`src/rtl/uart_frame_parser_pkg.sv`:
```
// uart_frame_parser_pkg: shared types and constants for the frame parser
package uart_frame_parser_pkg;
    typedef logic [7:0] u8;
    typedef logic [15:0] u16;
    localparam u8 DEFAULT_SYNC = 8'hA5;
    typedef enum logic [1:0] {HUNT, LEN, PAYLOAD, CSUM} frame_state_e;
    typedef enum logic [1:0] {ERR_NONE, ERR_BAD_LEN, ERR_BAD_CSUM, ERR_TIMEOUT} err_code_e;
endpackage

```
`src/rtl/uart_frame_parser.sv`:
```
// uart_frame_parser: pops receiver FIFO bytes and sequences SYNC/LEN/payload/CSUM frames
// into a valid/ready payload stream with a per-frame ok/err verdict.
module uart_frame_parser
    import uart_frame_parser_pkg::*;
#(
    parameter u8  SYNC_BYTE      = DEFAULT_SYNC,
    parameter int MAX_LEN        = 64,
    parameter int TIMEOUT_CYCLES = 100000,
    localparam int TO_W          = $clog2(TIMEOUT_CYCLES + 1)
) (
    input  logic       clk,
    input  logic       srst,
    input  logic       rx_empty,
    input  logic [7:0] rx_dout,
    output logic       rx_rd_en,
    output logic [7:0] m_data,
    output logic       m_valid,
    input  logic       m_ready,
    output logic       m_last,
    output logic       frame_ok,
    output logic       frame_err,
    output logic [1:0] err_code
);
    frame_state_e    state_q, state_d;
    err_code_e       code_q, code_d;
    logic            pend_q, m_valid_q, m_valid_d, m_last_q, m_last_d;
    logic            ok_q, ok_d, err_q, err_d;
    u8               m_data_q, m_data_d, csum_q, csum_d, rem_q, rem_d;
    logic [TO_W-1:0] to_q, to_d;

    // A pop waits for the output register to drain, so a verdict can never overtake the last beat.
    assign rx_rd_en  = !srst && !rx_empty && !pend_q && !m_valid_q;
    assign m_data    = m_data_q;
    assign m_valid   = m_valid_q;
    assign m_last    = m_last_q;
    assign frame_ok  = ok_q;
    assign frame_err = err_q;
    assign err_code  = code_q;

    always_comb begin
        state_d   = state_q;
        code_d    = code_q;
        m_data_d  = m_data_q;
        m_valid_d = m_valid_q && !m_ready;
        m_last_d  = m_last_q && m_valid_d;
        ok_d      = 1'b0;
        err_d     = 1'b0;
        csum_d    = csum_q;
        rem_d     = rem_q;
        to_d      = (state_q == HUNT) ? '0 : (m_valid_q && !m_ready) ? to_q : to_q + 1'b1;
        if (pend_q) begin
            to_d = '0;
            case (state_q)
                HUNT: if (rx_dout == SYNC_BYTE) state_d = LEN;
                LEN: begin
                    csum_d = rx_dout;
                    rem_d  = rx_dout;
                    if (rx_dout == 8'd0) begin
                        state_d = CSUM;
                    end else if (32'(rx_dout) > MAX_LEN) begin
                        err_d   = 1'b1;
                        code_d  = ERR_BAD_LEN;
                        state_d = HUNT;
                    end else begin
                        state_d = PAYLOAD;
                    end
                end
                PAYLOAD: begin
                    m_data_d  = rx_dout;
                    m_valid_d = 1'b1;
                    m_last_d  = rem_q == 8'd1;
                    csum_d    = csum_q ^ rx_dout;
                    rem_d     = rem_q - 8'd1;
                    if (rem_q == 8'd1) state_d = CSUM;
                end
                CSUM: begin
                    ok_d    = rx_dout == csum_q;
                    err_d   = rx_dout != csum_q;
                    state_d = HUNT;
                    if (rx_dout != csum_q) code_d = ERR_BAD_CSUM;
                end
                default: ;
            endcase
        end else if (to_d == TO_W'(TIMEOUT_CYCLES)) begin
            err_d    = 1'b1;
            code_d   = ERR_TIMEOUT;
            state_d  = HUNT;
            m_last_d = 1'b0;
            to_d     = '0;
        end
    end

    always_ff @(posedge clk) begin
        if (srst) begin
            state_q   <= HUNT;
            code_q    <= ERR_NONE;
            pend_q    <= 1'b0;
            m_data_q  <= '0;
            m_valid_q <= 1'b0;
            m_last_q  <= 1'b0;
            ok_q      <= 1'b0;
            err_q     <= 1'b0;
            csum_q    <= '0;
            rem_q     <= '0;
            to_q      <= '0;
        end else begin
            state_q   <= state_d;
            code_q    <= code_d;
            pend_q    <= rx_rd_en;
            m_data_q  <= m_data_d;
            m_valid_q <= m_valid_d;
            m_last_q  <= m_last_d;
            ok_q      <= ok_d;
            err_q     <= err_d;
            csum_q    <= csum_d;
            rem_q     <= rem_d;
            to_q      <= to_d;
        end
    end
endmodule

```
`config.mk`:
```
export PLATFORM = sky130hd
export DESIGN_NAME = uart_frame_parser
export DESIGN_NICKNAME = d
export VERILOG_FILES = /design/src/rtl/uart_frame_parser_pkg.sv /design/src/rtl/uart_frame_parser.sv
export SDC_FILE = /design/constraint.sdc
export NUM_CORES = 1
export LEC_CHECK = 0
export ABC_CLOCK_PERIOD_IN_PS = 3090
export CORE_ASPECT_RATIO = 0.5
export CORE_MARGIN = 3
export CORE_UTILIZATION = 38
export CTS_BUF_LIST = sky130_fd_sc_hd__clkbuf_2 sky130_fd_sc_hd__clkbuf_4 sky130_fd_sc_hd__clkbuf_8
export CTS_CLUSTER_DIAMETER = 50
export DETAILED_ROUTE_END_ITERATION = 10
export SETUP_SLACK_MARGIN = 0.1
export SLEW_MARGIN = 10
export SYNTH_ARGS = -nofsm -noshare
export SYNTH_HDL_FRONTEND = slang
export SYNTH_SLANG_ARGS = --single-unit
export TNS_END_PERCENT = 1
```
`constraint.sdc`:
```
create_clock -name clk -period 3.09 [get_ports clk]
set_clock_uncertainty 0.2 [all_clocks]
set_input_delay 0.309 -clock clk [delete_from_list [all_inputs] [get_ports clk]]
set_output_delay 0.309 -clock clk [all_outputs]
set_load 0.005 [all_outputs]
```
== Yosys cells after proc, flatten, opt, wreduce, memory -nomap -nowiden ==
Cells that the tools add are included.

* Input bits: 12
* Logic and storage cells: 78
* Memories kept: 0
* Bits in registers: 50
* Bits in read-only memories: 0
* Memory bits (writable): 0
* Bits in latches: 0

* Shifts and indexed selects: 0
* Equality and inequality tests: 14
* $add $sub $neg: 2
* Div/mod/pow operators: 0
* Magnitude comparators: 1
* Reduce and logical (&&, ||, !) cells: 20
* Bitwise logic cells: 3
* Multiplexer cells: 27
* Multipliers: 0

{| class="wikitable"
|+ Operators with widths
! cell !! count
|-
| 2-to-1 mux 17 bit || 2
|-
| case mux 8 bit (2 select lines) || 2
|-
| 2-to-1 mux 2 bit || 11
|-
| adder 17 x 1 -> 17 bit, second input constant || 1
|-
| equality test 17 bit, second input constant || 1
|-
| != test 3 bit, second input constant || 4
|-
| 2-to-1 mux 1 bit || 9
|-
| equality test 8 x 1 -> 1 bit, second input constant || 1
|-
| equality test 8 bit || 1
|-
| equality test 8 bit, second input constant || 1
|-
| greater-than comparator 8 x 7 -> 1 bit, second input constant || 1
|-
| zero test 8 bit || 1
|-
| != test 8 bit || 1
|-
| case mux 2 bit (4 select lines) || 1
|-
| subtractor 8 x 1 -> 8 bit, second input constant || 1
|-
| bitwise XOR 8 bit || 1
|-
| OR reduction 3 bit || 2
|-
| logical AND 1 bit || 5
|-
| zero test 1 bit || 5
|-
| AND reduction 5 bit || 1
|-
| equality test 2 bit, second input constant || 2
|-
| case mux 2 bit (2 select lines) || 1
|-
| AND reduction 2 bit || 2
|-
| nonzero test 2 bit || 2
|-
| 7 further kinds || 8
|}

== Depth between registers and ports, before layout ==
Gate-level depths: netlist of the first run.

* Depth in word-level cells: 7
* Depth in mapped cells: 10
* Mapped depth without buffers: 9

== Worst setup path before layout of the first run ==
Ideal clock, no wire load.

* Kind: reg2reg
* Start point: reg to_q[0]
* End point: reg to_q[2]
* Path slack: 445 ps
* Stages on the path, launching flop included: 10
* Data arrival time: 2319 ps
* Clock period less this slack: 2645 ps
* Setup time: 126 ps
* Path buffers: 1
* Cell sequence: dfxtp_1 -> ha_1 -> and2_1 -> nand4_4 -> or3_1 -> a21o_1 -> or4b_1 -> o21bai_2 -> buf_6 -> a21oi_1

* Longest elaborated chain between the ends: 5

{| class="wikitable"
|+ Ends and longest elaborated chain
! element !! RTL line !! source
|-
| from (decl) || uart_frame_parser.sv:29 || <nowiki>logic [TO_W-1:0] to_q, to_d;</nowiki>
|-
| from (signal assigned) || uart_frame_parser.sv:117 || <nowiki>to_q <= to_d;</nowiki>
|-
| adder 17 x 1 -> 17 bit || uart_frame_parser.sv:50 || <nowiki>to_d = (state_q == HUNT) ? '0 : (m_valid_q && !m_ready) ? to_q : to_q + 1'b1;</nowiki>
|-
| 2-to-1 mux 17 bit (*) (2 in a row) || uart_frame_parser.sv:50 ||
|-
| equality test 17 bit || uart_frame_parser.sv:84 || <nowiki>end else if (to_d == TO_W'(TIMEOUT_CYCLES)) begin</nowiki>
|-
| OR reduction 3 bit (no line) || -- ||
|}

Mark *: on every way between the ends. The rest lies on a longest branch, timed or not.
A chain may end at the register's enable or synchronous reset.

== Final worst setup path of the first run ==
Same ends and word-level chain as after synthesis.

==> results list, run 1 <==
* Initial standard-cell utilization of the core: 40.6%
- Register clock-pin slew on the reported worst setup and hold paths: 0.09 ns
* Final #Nets: between 400 and 500
- Dominant combinational cell family by area after synthesis: simple AND/OR/NAND/NOR gates
* Number of inserted diodes: 0
* Startpoint-to-endpoint class of the critical path: reg -> reg
- The synthesized netlist devotes between 10% and 20% of its cell area to compound gates.
* Setup Slack @ Placement: ~0.018 ns
- Number of maximum-capacitance violations: 0
- The floorplan step set the die height to 66.7 microns.
- At the worst endpoint, the required time is 3.09 ns.
- In the post-route analysis, the smallest setup slack over all paths is 0.235 ns.
* Worst-case vdd ir drop: 0.162 mV
* Via count of the first global-routing pass: approximately 2.6k
* Layout area overhead: 18.0%
- For the pin with the worst max-slew slack, the measured transition is 0.562 ns.
* Setup_tns: 0 ns
* Share of async-settable or async-resettable flops after synthesis: 0%
- Area fraction of the dominant cell type after synthesis: between 30% and 40%
- Synth area leader: sky130_fd_sc_hd__dfxtp_1
- Cell area power density: 341 nW/um^2
* Status: complete, no violations
- After filler insertion, the fill cell instance count of the layout stands at 669.
- Counting every sink on the clock net gives 50.
* Total routing usage reported by global routing: 17.4%
- Summed over all layers, the routed wires come to 7110 microns.
- The worst pin sits at a relative slew slack of 62.2%.
- When the netlist entered floorplanning its net count stood at 379.
- In this run the horizontal extent of the chip is 127 microns.
* Achievable frequency: 0.350 GHz
* Final global-route overflow total: 0
* Setup violation total in the final timing report: 0
* Share of synthesized cell area in and, or, nand and nor gates: roughly 28%
* First element of the critical path: to_q[0]
- Row generation in the floorplan step produced 21 rows.
- After synthesis the cells add up to roughly 2800 sq um.
- Count of final max-slew check failures: 0
- Count of flip-flops with a built-in enable after synthesis: 0
- Detailed-route DRC error count: 0
* Number of flip-flops and latches in the synthesized netlist: 50
* Pin count of the biggest net entering global routing: 28
- At the end of routability-driven placement, the weighted congestion stood at slightly below 0.9.
- Endpoint kind of the worst setup timing path: register
* Fraction of the cycle the final worst path needs: a little over 90%
- Clock tree from TritonCTS: done
* CP Max Fanout: 8
- The number of failing hold endpoints at the final stage was 0.
- Insertion delay to the later sink of the worst-skew pair: 0.31 ns
* Proportion of synthesized chip area in sequential cells: 35.7%
* Fraction of the mapped netlist area in adder cells: ~3.6%
- Setup repair after global routing could not meet its margin everywhere.
- The number of antenna violations at the first check in global routing was 0.
- Buffer depth of the longest clock path: 2
- Yosys synthesis warning count: 0
* Start point of the worst hold path: m_data[5]
- In this run the standard cell core region covers 6910 sq um.
- Number of buffers added to fix hold violations after cts: 0
- Clock tree synthesis selected as its root buffer the cell sky130_fd_sc_hd__clkbuf_8.
* Leading register cell type out of synthesis: sky130_fd_sc_hd__dfxtp_1
- Counting I/O delays and the setup requirement, the final critical path takes roughly 2.9 ns.
* Vias per std cell: 5.53
- Once layout is complete, the utilization of the core stands at 47.9%.
- After the first detailed-routing iteration, the DRC count stood at 217.
* Detailed-router iteration count before antenna repair: 4
* Number of clock buffers inserted by TritonCTS: 5
* Detailed Place HPWL: approximately 5200 microns
* Mux share of post-synthesis cell area: 2.86%
- In the final layout, the share of cells above drive strength 1 is 7.99%.
* Hold Path Class: reg -> reg
* Count of input and output buffers: 26
- Arr. time, crit path: 2.85 ns
* Synthesized instance count: 359
- Post-synthesis area per instance: 7.81 sq um
- DIE AREA: ~8500 sq um
- Yosys attributes the largest share of cell area to sky130_fd_sc_hd__dfxtp_1 36%, sky130_fd_sc_hd__a21oi_1 6.4%, sky130_fd_sc_hd__nand2_1 5.6%.
* Leak pwr: between 1 and 1.5 nW
- Yosys cell types: 50
- Antenna Violating Nets Remaining: 0
- Critical Path Source Type: register
- Of the total synthesized cell area, the portion taken by XOR and XNOR cells is under 10%.
* Number of vias after detailed routing: 2,654
- Maximum level of the CTS H-tree: 2
- Launching point of the worst reg2reg path: to_q[0]
* First-pass GRT wire length: between 10,000 and 15,000 microns
* I/O pin count: 27
- In the final routed layout, each cell accounts on average for 14.8 microns.
==> final timing paths <==
kind	end	slack [ns]	cells past startpoint
worst max-delay path	to_q[2]	0.23	10
worst min-delay path	m_data[5]	0.26	2
worst max register to register	to_q[2]	0.23	10
worst min register to register	m_data[5]	0.26	2
==> sequential cells by signal, summed over array words and instances (netlist names) <==
register,cells
m_data,8
frame_err,1
state_q,2
err_code,2
rem_q,8
m_last,1
to_q,17
pend_q,1
csum_q,8
m_valid,1
frame_ok,1
==> worst max-delay path: stages (launching register included) <==
cell	delay (ns)
sky130_fd_sc_hd__dfxtp_1	0.45
sky130_fd_sc_hd__ha_1	0.21
sky130_fd_sc_hd__and2_1	0.27
sky130_fd_sc_hd__nand2_1	0.13
sky130_fd_sc_hd__buf_4	0.17
sky130_fd_sc_hd__o21ai_0	0.19
sky130_fd_sc_hd__nand4_1	0.17
sky130_fd_sc_hd__or4b_1	0.56
sky130_fd_sc_hd__o21bai_2	0.15
sky130_fd_sc_hd__buf_4	0.18
sky130_fd_sc_hd__a21oi_1	0.05
==> per-layer routing <==
metal  wire length (microns)  vias to the layer above  global-route usage (%)
li1                        -                     1333                       -
met1                    3390                     1270                    21.8
met2                    3360                       41                    30.1
met3                     291                       10                    4.08
met4                      76                        0                    5.21
met5                       0                        -                       0
==> Yosys cell counts, types with 2 or more instances <==
library cell,number
sky130_fd_sc_hd__nor3_1,8
sky130_fd_sc_hd__o311a_1,2
sky130_fd_sc_hd__nand3b_1,3
sky130_fd_sc_hd__or4_1,2
sky130_fd_sc_hd__clkbuf_1,16
sky130_fd_sc_hd__nand4b_1,2
sky130_fd_sc_hd__a311oi_1,2
sky130_fd_sc_hd__a21o_1,2
sky130_fd_sc_hd__or4b_1,2
sky130_fd_sc_hd__nor2b_1,4
sky130_fd_sc_hd__a211oi_1,2
sky130_fd_sc_hd__dfxtp_1,50
sky130_fd_sc_hd__xor2_1,12
sky130_fd_sc_hd__o22ai_1,7
sky130_fd_sc_hd__o31ai_1,2
sky130_fd_sc_hd__nand3_1,16
sky130_fd_sc_hd__a21oi_1,36
sky130_fd_sc_hd__or3_1,7
sky130_fd_sc_hd__o21ai_0,18
sky130_fd_sc_hd__a31oi_1,4
sky130_fd_sc_hd__inv_1,9
sky130_fd_sc_hd__a22oi_1,2
sky130_fd_sc_hd__nand4_1,5
sky130_fd_sc_hd__ha_1,8
sky130_fd_sc_hd__nand2_1,42
sky130_fd_sc_hd__xnor2_1,9
sky130_fd_sc_hd__and2_1,3
sky130_fd_sc_hd__buf_2,2
sky130_fd_sc_hd__nand2b_1,2
sky130_fd_sc_hd__nor2_1,42
sky130_fd_sc_hd__o21a_1,3
sky130_fd_sc_hd__buf_1,2
sky130_fd_sc_hd__mux2i_1,8
sky130_fd_sc_hd__and4_1,2
sky130_fd_sc_hd__nor4_1,8
==> layout make-up <==
type | count | area, sq um | area share, %
Inverter | 10 | 37.5 | 1.13
Timing Repair Buffer | 43 | 388 | 11.7
Multi-Input combinational cell | 277 | 1670 | 50.5
Clock buffer | 7 | 90.1 | 2.72
Tap cell | 92 | 115 | 3.48
Clock inverter | 1 | 5.00 | 0.151
Sequential cell | 50 | 1000 | 30.2
==> cell families after synthesis <==
| family | count (synthesis) |
|---|---|
| AOI/OAI and AO/OA | 87 |
| muxes | 8 |
| adders and majority gates | 8 |
| DFF | 50 |
| buffers and inverters | 32 |
| and+or+nand+nor | 153 |
| xor gates and xnor gates | 21 |
==> power breakdown <==
part | switching (mW) | internal [mW] | total, mW
Clock | 0.224 | 0.190 | 0.414
Sequential | 0.00419 | 0.646 | 0.650
Combinational | 0.0341 | 0.0322 | 0.0662
Total | 0.262 | 0.868 | 1.13
==> cell usage in the layout, fill, tap and decap left out, types with 2 or more instances in the layout <==
| master | instances |
|---|---|
| sky130_fd_sc_hd__nand3b_1 | 3 |
| sky130_fd_sc_hd__a21oi_1 | 36 |
| sky130_fd_sc_hd__o21ai_0 | 18 |
| sky130_fd_sc_hd__a311oi_1 | 2 |
| sky130_fd_sc_hd__nor3_1 | 8 |
| sky130_fd_sc_hd__and4_1 | 2 |
| sky130_fd_sc_hd__nand4_1 | 5 |
| sky130_fd_sc_hd__nor4_1 | 8 |
| sky130_fd_sc_hd__clkdlybuf4s50_1 | 26 |
| sky130_fd_sc_hd__inv_1 | 9 |
| sky130_fd_sc_hd__xor2_1 | 12 |
| sky130_fd_sc_hd__a31oi_1 | 4 |
| sky130_fd_sc_hd__ha_1 | 8 |
| sky130_fd_sc_hd__nand2b_1 | 2 |
| sky130_fd_sc_hd__nand4b_1 | 2 |
| sky130_fd_sc_hd__or3_1 | 7 |
| sky130_fd_sc_hd__buf_4 | 17 |
| sky130_fd_sc_hd__clkbuf_8 | 6 |
| sky130_fd_sc_hd__a21o_1 | 2 |
| sky130_fd_sc_hd__nor2_1 | 42 |
| sky130_fd_sc_hd__o31ai_1 | 2 |
| sky130_fd_sc_hd__or4b_1 | 2 |
| sky130_fd_sc_hd__nand3_1 | 16 |
| sky130_fd_sc_hd__xnor2_1 | 9 |
| sky130_fd_sc_hd__or4_1 | 2 |
| sky130_fd_sc_hd__and2_1 | 3 |
| sky130_fd_sc_hd__nand2_1 | 42 |
| sky130_fd_sc_hd__dfxtp_1 | 50 |
| sky130_fd_sc_hd__mux2i_1 | 8 |
| sky130_fd_sc_hd__nor2b_1 | 4 |
| sky130_fd_sc_hd__o311a_1 | 2 |
| sky130_fd_sc_hd__a211oi_1 | 2 |
| sky130_fd_sc_hd__a22oi_1 | 2 |
| sky130_fd_sc_hd__o21a_1 | 3 |
| sky130_fd_sc_hd__o22ai_1 | 7 |
==> what timing repair did <==
| action | 4_1_cts | 5_1_grt |
|---|---|---|
| resized for setup | 0 | 1 |
| endpoints found under the setup margin | 0 | 15 |
| buffers inserted | 0 | 0 |
==> metrics by stage <==
step / area, sq um / power, mW / hold slack (ns) / cells
floorplan: 2800 / 0.693 / 0.186 / 359
global placement: 3210 / 0.731 / 0.247 / 472
detailed placement: 3210 / 0.731 / 0.250 / 472
CTS: 3310 / 1.14 / 0.262 / 480
global route: 3310 / 1.18 / 0.298 / 480
finish: 3310 / 1.13 / 0.262 / 480
Note: power is estimated with default switching activity, not from simulation.
==> inputs of run 2 (changes only) <==
--- a/config.mk
+++ b/config.mk
@@ -12,6 +12,7 @@
 export CTS_BUF_LIST = sky130_fd_sc_hd__clkbuf_2 sky130_fd_sc_hd__clkbuf_4 sky130_fd_sc_hd__clkbuf_8
 export CTS_CLUSTER_DIAMETER = 50
 export DETAILED_ROUTE_END_ITERATION = 10
+export GPL_TIMING_DRIVEN = 0
 export SETUP_SLACK_MARGIN = 0.1
 export SLEW_MARGIN = 10
 export SYNTH_ARGS = -nofsm -noshare
==> run 2 against run 1 <==
  * Clock power fell by 5%
  * Global-route usage fell by 0.060 points
  * Cell count fell by 0.21%
  * Combinational power fell by 5.3%
==> results list, run 2 (synthesis results as in run 1) <==
- Status: complete, no violations (unchanged)
- The minimum clock period after layout is 2.86 ns (about the same).
- Leak pwr: 1.00 nW (was 1.06 nW)
- Combinational share of power: 5.7% (was 5.9%)
- The final instance count without filler cells was 479 (was 480).
- Average wire per cell in the routed design: 14.9 microns (was 14.8 microns)
* Psw: 262 uW (about the same)
- Number of DRC violations after detailed-routing iteration 0: 173 (was 217)
- Total Power Consumption: 1.10 mW (was 1.13 mW)
- Power Internal: 843 uW (was 868 uW)
- The remaining global-route overflow was 0 (unchanged).
- The register with the most flip-flops was to_q (unchanged).
- Least-Margin Pin Slew: 0.545 ns (was 0.562 ns)
- The via count of the first global-routing pass came to 2,481 (was 2,587).
* Die height: 66.7 microns (unchanged)
- The share of power burned in registers came to 58.6% (was 57.5%).
- The TritonCTS clock tree is done (unchanged).
- Die boundary width: 127 microns (unchanged)
* Filler instances: 683 (was 669)
- Root buf cell: sky130_fd_sc_hd__clkbuf_8 (unchanged)
- The startpoint kind of the worst setup timing path is an input port (was register).
- The number of post-CTS setup repair buffers came to 0 (unchanged).
- The initial core utilization was 40.6% (unchanged).
- The average via count per standard cell was 5.49 (was 5.53).
- Most frequent cells in the layout: 49 x sky130_fd_sc_hd__dfxtp_1, 42 x sky130_fd_sc_hd__nand2_1, 42 x sky130_fd_sc_hd__nor2_1 (was 50 x sky130_fd_sc_hd__dfxtp_1, 42 x sky130_fd_sc_hd__nand2_1, 42 x sky130_fd_sc_hd__nor2_1).
* Pin count of the biggest net entering global routing: 14 (was 28)
* Worst hold-check slack: 0.162 ns (was 0.262 ns)
* Cell area after placement: 3140 sq um (was 3210 sq um)
* CP Max Fanout: 10 (was 8)
* Sum of routed wire length over all layers: 7150 microns (was 7110 microns)
- Headroom to the max-slew limit: 63.7% (was 62.2%)
- The slowest cell on the critical path is sky130_fd_sc_hd__or4b_1 (unchanged).
- The share of power burned in the clock network was 35.8% (was 36.6%).
- Core outline area: 6910 sq um (unchanged)
* Insertion delay to the later sink of the worst-skew pair: 0.31 ns (about the same)
- Final #Nets: 408 (was 407)
* Largest stage delay on the critical path: 0.54 ns (was 0.56 ns)
- The worst voltage drop across the vdd grid is 0.146 mV (was 0.162 mV).
- Antenna Violating Nets Remaining: 0 (unchanged)
- Startpoint-to-endpoint class of the critical path: in -> reg (was reg -> reg)
- The combined global-route utilization of all metal layers came to 17.4% (about the same).
- Required time at the worst-slack endpoint: 3.07 ns (was 3.09 ns)
- Routability-driven placement congestion ratio: 0.881 (was 0.885)
- Number of clock buffers inserted by TritonCTS: 5 (unchanged)
- The sum of negative setup slack was 0 ns (unchanged).
* Count of final max-slew check failures: 0 (unchanged)
- First-pass GRT wire length: 11,900 microns (was 12,000 microns)
- The count of endpoints failing setup in the final report was 0 (unchanged).
- The area of the die is 8510 sq um (unchanged).
- Largest register FFs: 17 (unchanged)
- The most common cell after layout, fill and taps aside is sky130_fd_sc_hd__dfxtp_1 (unchanged).
* Setup Slack @ Placement: -0.131 ns (was 0.0175 ns)
* Detailed-router iteration count before antenna repair: 4 (unchanged)
- Fraction of the cycle the final worst path needs: 92.6% (was 92.4%)
- The clock-pin slew reported for the worst setup and hold paths after clock tree synthesis is 0.09 ns (about the same).
- The CTS sink count is 50 (unchanged).
* Post-route cell area: 3230 sq um (was 3310 sq um)
* Count of input and output buffers: 22 (was 26)
- Cell area power density: 342 nW/um^2 (was 341 nW/um^2)
- Achievable frequency: 0.349 GHz (was 0.350 GHz)
- The number of cell rows is 21 (unchanged).
* I/O pin count: 27 (unchanged)
* Buffer depth of the longest clock path: 2 (unchanged)
* Worst path setup slack after routing: 0.228 ns (was 0.235 ns)
- The switching portion of total power came to 23.7% (was 23.2%).
- The signed area change from the synthesized netlist to the final layout is 15.1% (was 18.0%).
* Share of post-route cells with drive strength above 1: 4.65% (was 7.99%)
- Endpoint kind of the worst setup timing path: register (unchanged)
- Resized Gates After CTS: 0 (unchanged)
- The post-route core utilization came to 46.7% (was 47.9%).
* Number of inserted diodes: 0 (unchanged)
* Arr. time, crit path: 2.85 ns (about the same)
* Maximum level of the CTS H-tree: 2 (unchanged)
- The number of failing hold endpoints at the final stage came to 0 (unchanged).
* Detailed-route DRC error count: 0 (unchanged)
* Number of vias after detailed routing: 2,628 (was 2,654)
* Cell count after placement: 473 (was 472)
- Number of maximum-capacitance violations: 0 (unchanged)
- The total half-perimeter wirelength after legalization and detailed placement is 5170 microns (was 5240 microns).
- Setup repair after global routing missed its margin: true (unchanged)
- The number of antenna violations at the first check in global routing is 0 (unchanged).
- Series of cell instances along the critical path: clkdlybuf4s50_1 -> nand2b_1 -> clkbuf_4 -> nand4_4 -> or3_1 -> a21o_1 -> or4b_1 -> o21bai_2 -> buf_6 -> a21oi_1 (was ha_1 -> and2_1 -> nand2_1 -> buf_4 -> o21ai_0 -> nand4_1 -> or4b_1 -> o21bai_2 -> buf_4 -> a21oi_1)
- The quantity of hold-fixing buffers added after cts is 0 (unchanged).
- Hold Path Class: in -> reg (was reg -> reg)
## run 2: cell count changes in the layout (fill, tap and decap cells not counted), moves of 2 or more
cell,delta
sky130_fd_sc_hd__clkbuf_1,+16
sky130_fd_sc_hd__buf_4,-16
sky130_fd_sc_hd__clkdlybuf4s50_1,-4
sky130_fd_sc_hd__buf_1,+2
## run 2: final cells by class
class,instances,area (sq um),share of cell area [%]
inverter,10,37.5,1.16
multi-input combinational,277,1670,51.8
tap,92,115,3.57
sequential,50,1000,31.1
clock buffer,6,82.6,2.56
buffer,22,98.8,3.06
timing repair buffer,22,220,6.82
## run 2: worst max-delay path, delay by kind of cell
| kind | cells | cell delay (ns) |
|---|---|---|
| AOI/OAI and AO/OA | 3 | 0.48 |
| and+or+nand+nor | 4 | 1.18 |
| buffers and inverters | 3 | 0.86 |
## run 2: worst paths after layout
path | cells past startpoint | startpoint | endpoint | slack (ns)
worst max register to register | 9 | to_q[1] | to_q[2] | 0.23
worst min register to register | 2 | m_data[2] | m_data[2] | 0.26
worst min-delay path | 2 | srst | rem_q[2] | 0.16
worst max-delay path | 10 | m_ready | to_q[2] | 0.23
## run 2: power by group through the flow
stage / logic (mW) / registers, mW / clock network [mW]
6_report: 0.0627 / 0.647 / 0.395
5_1_grt: 0.0683 / 0.648 / 0.429
4_1_cts: 0.0626 / 0.647 / 0.408
3_5_place_dp: 0.0621 / 0.662 / 0
3_3_place_gp: 0.0616 / 0.662 / 0
2_1_floorplan: 0.0310 / 0.662 / 0
## run 2: layer usage
layer	wire length, microns	track usage (%)
met1	3430	21.9
met2	3480	29.9
met3	187	3.92
met4	50	5.35
met5	0	0
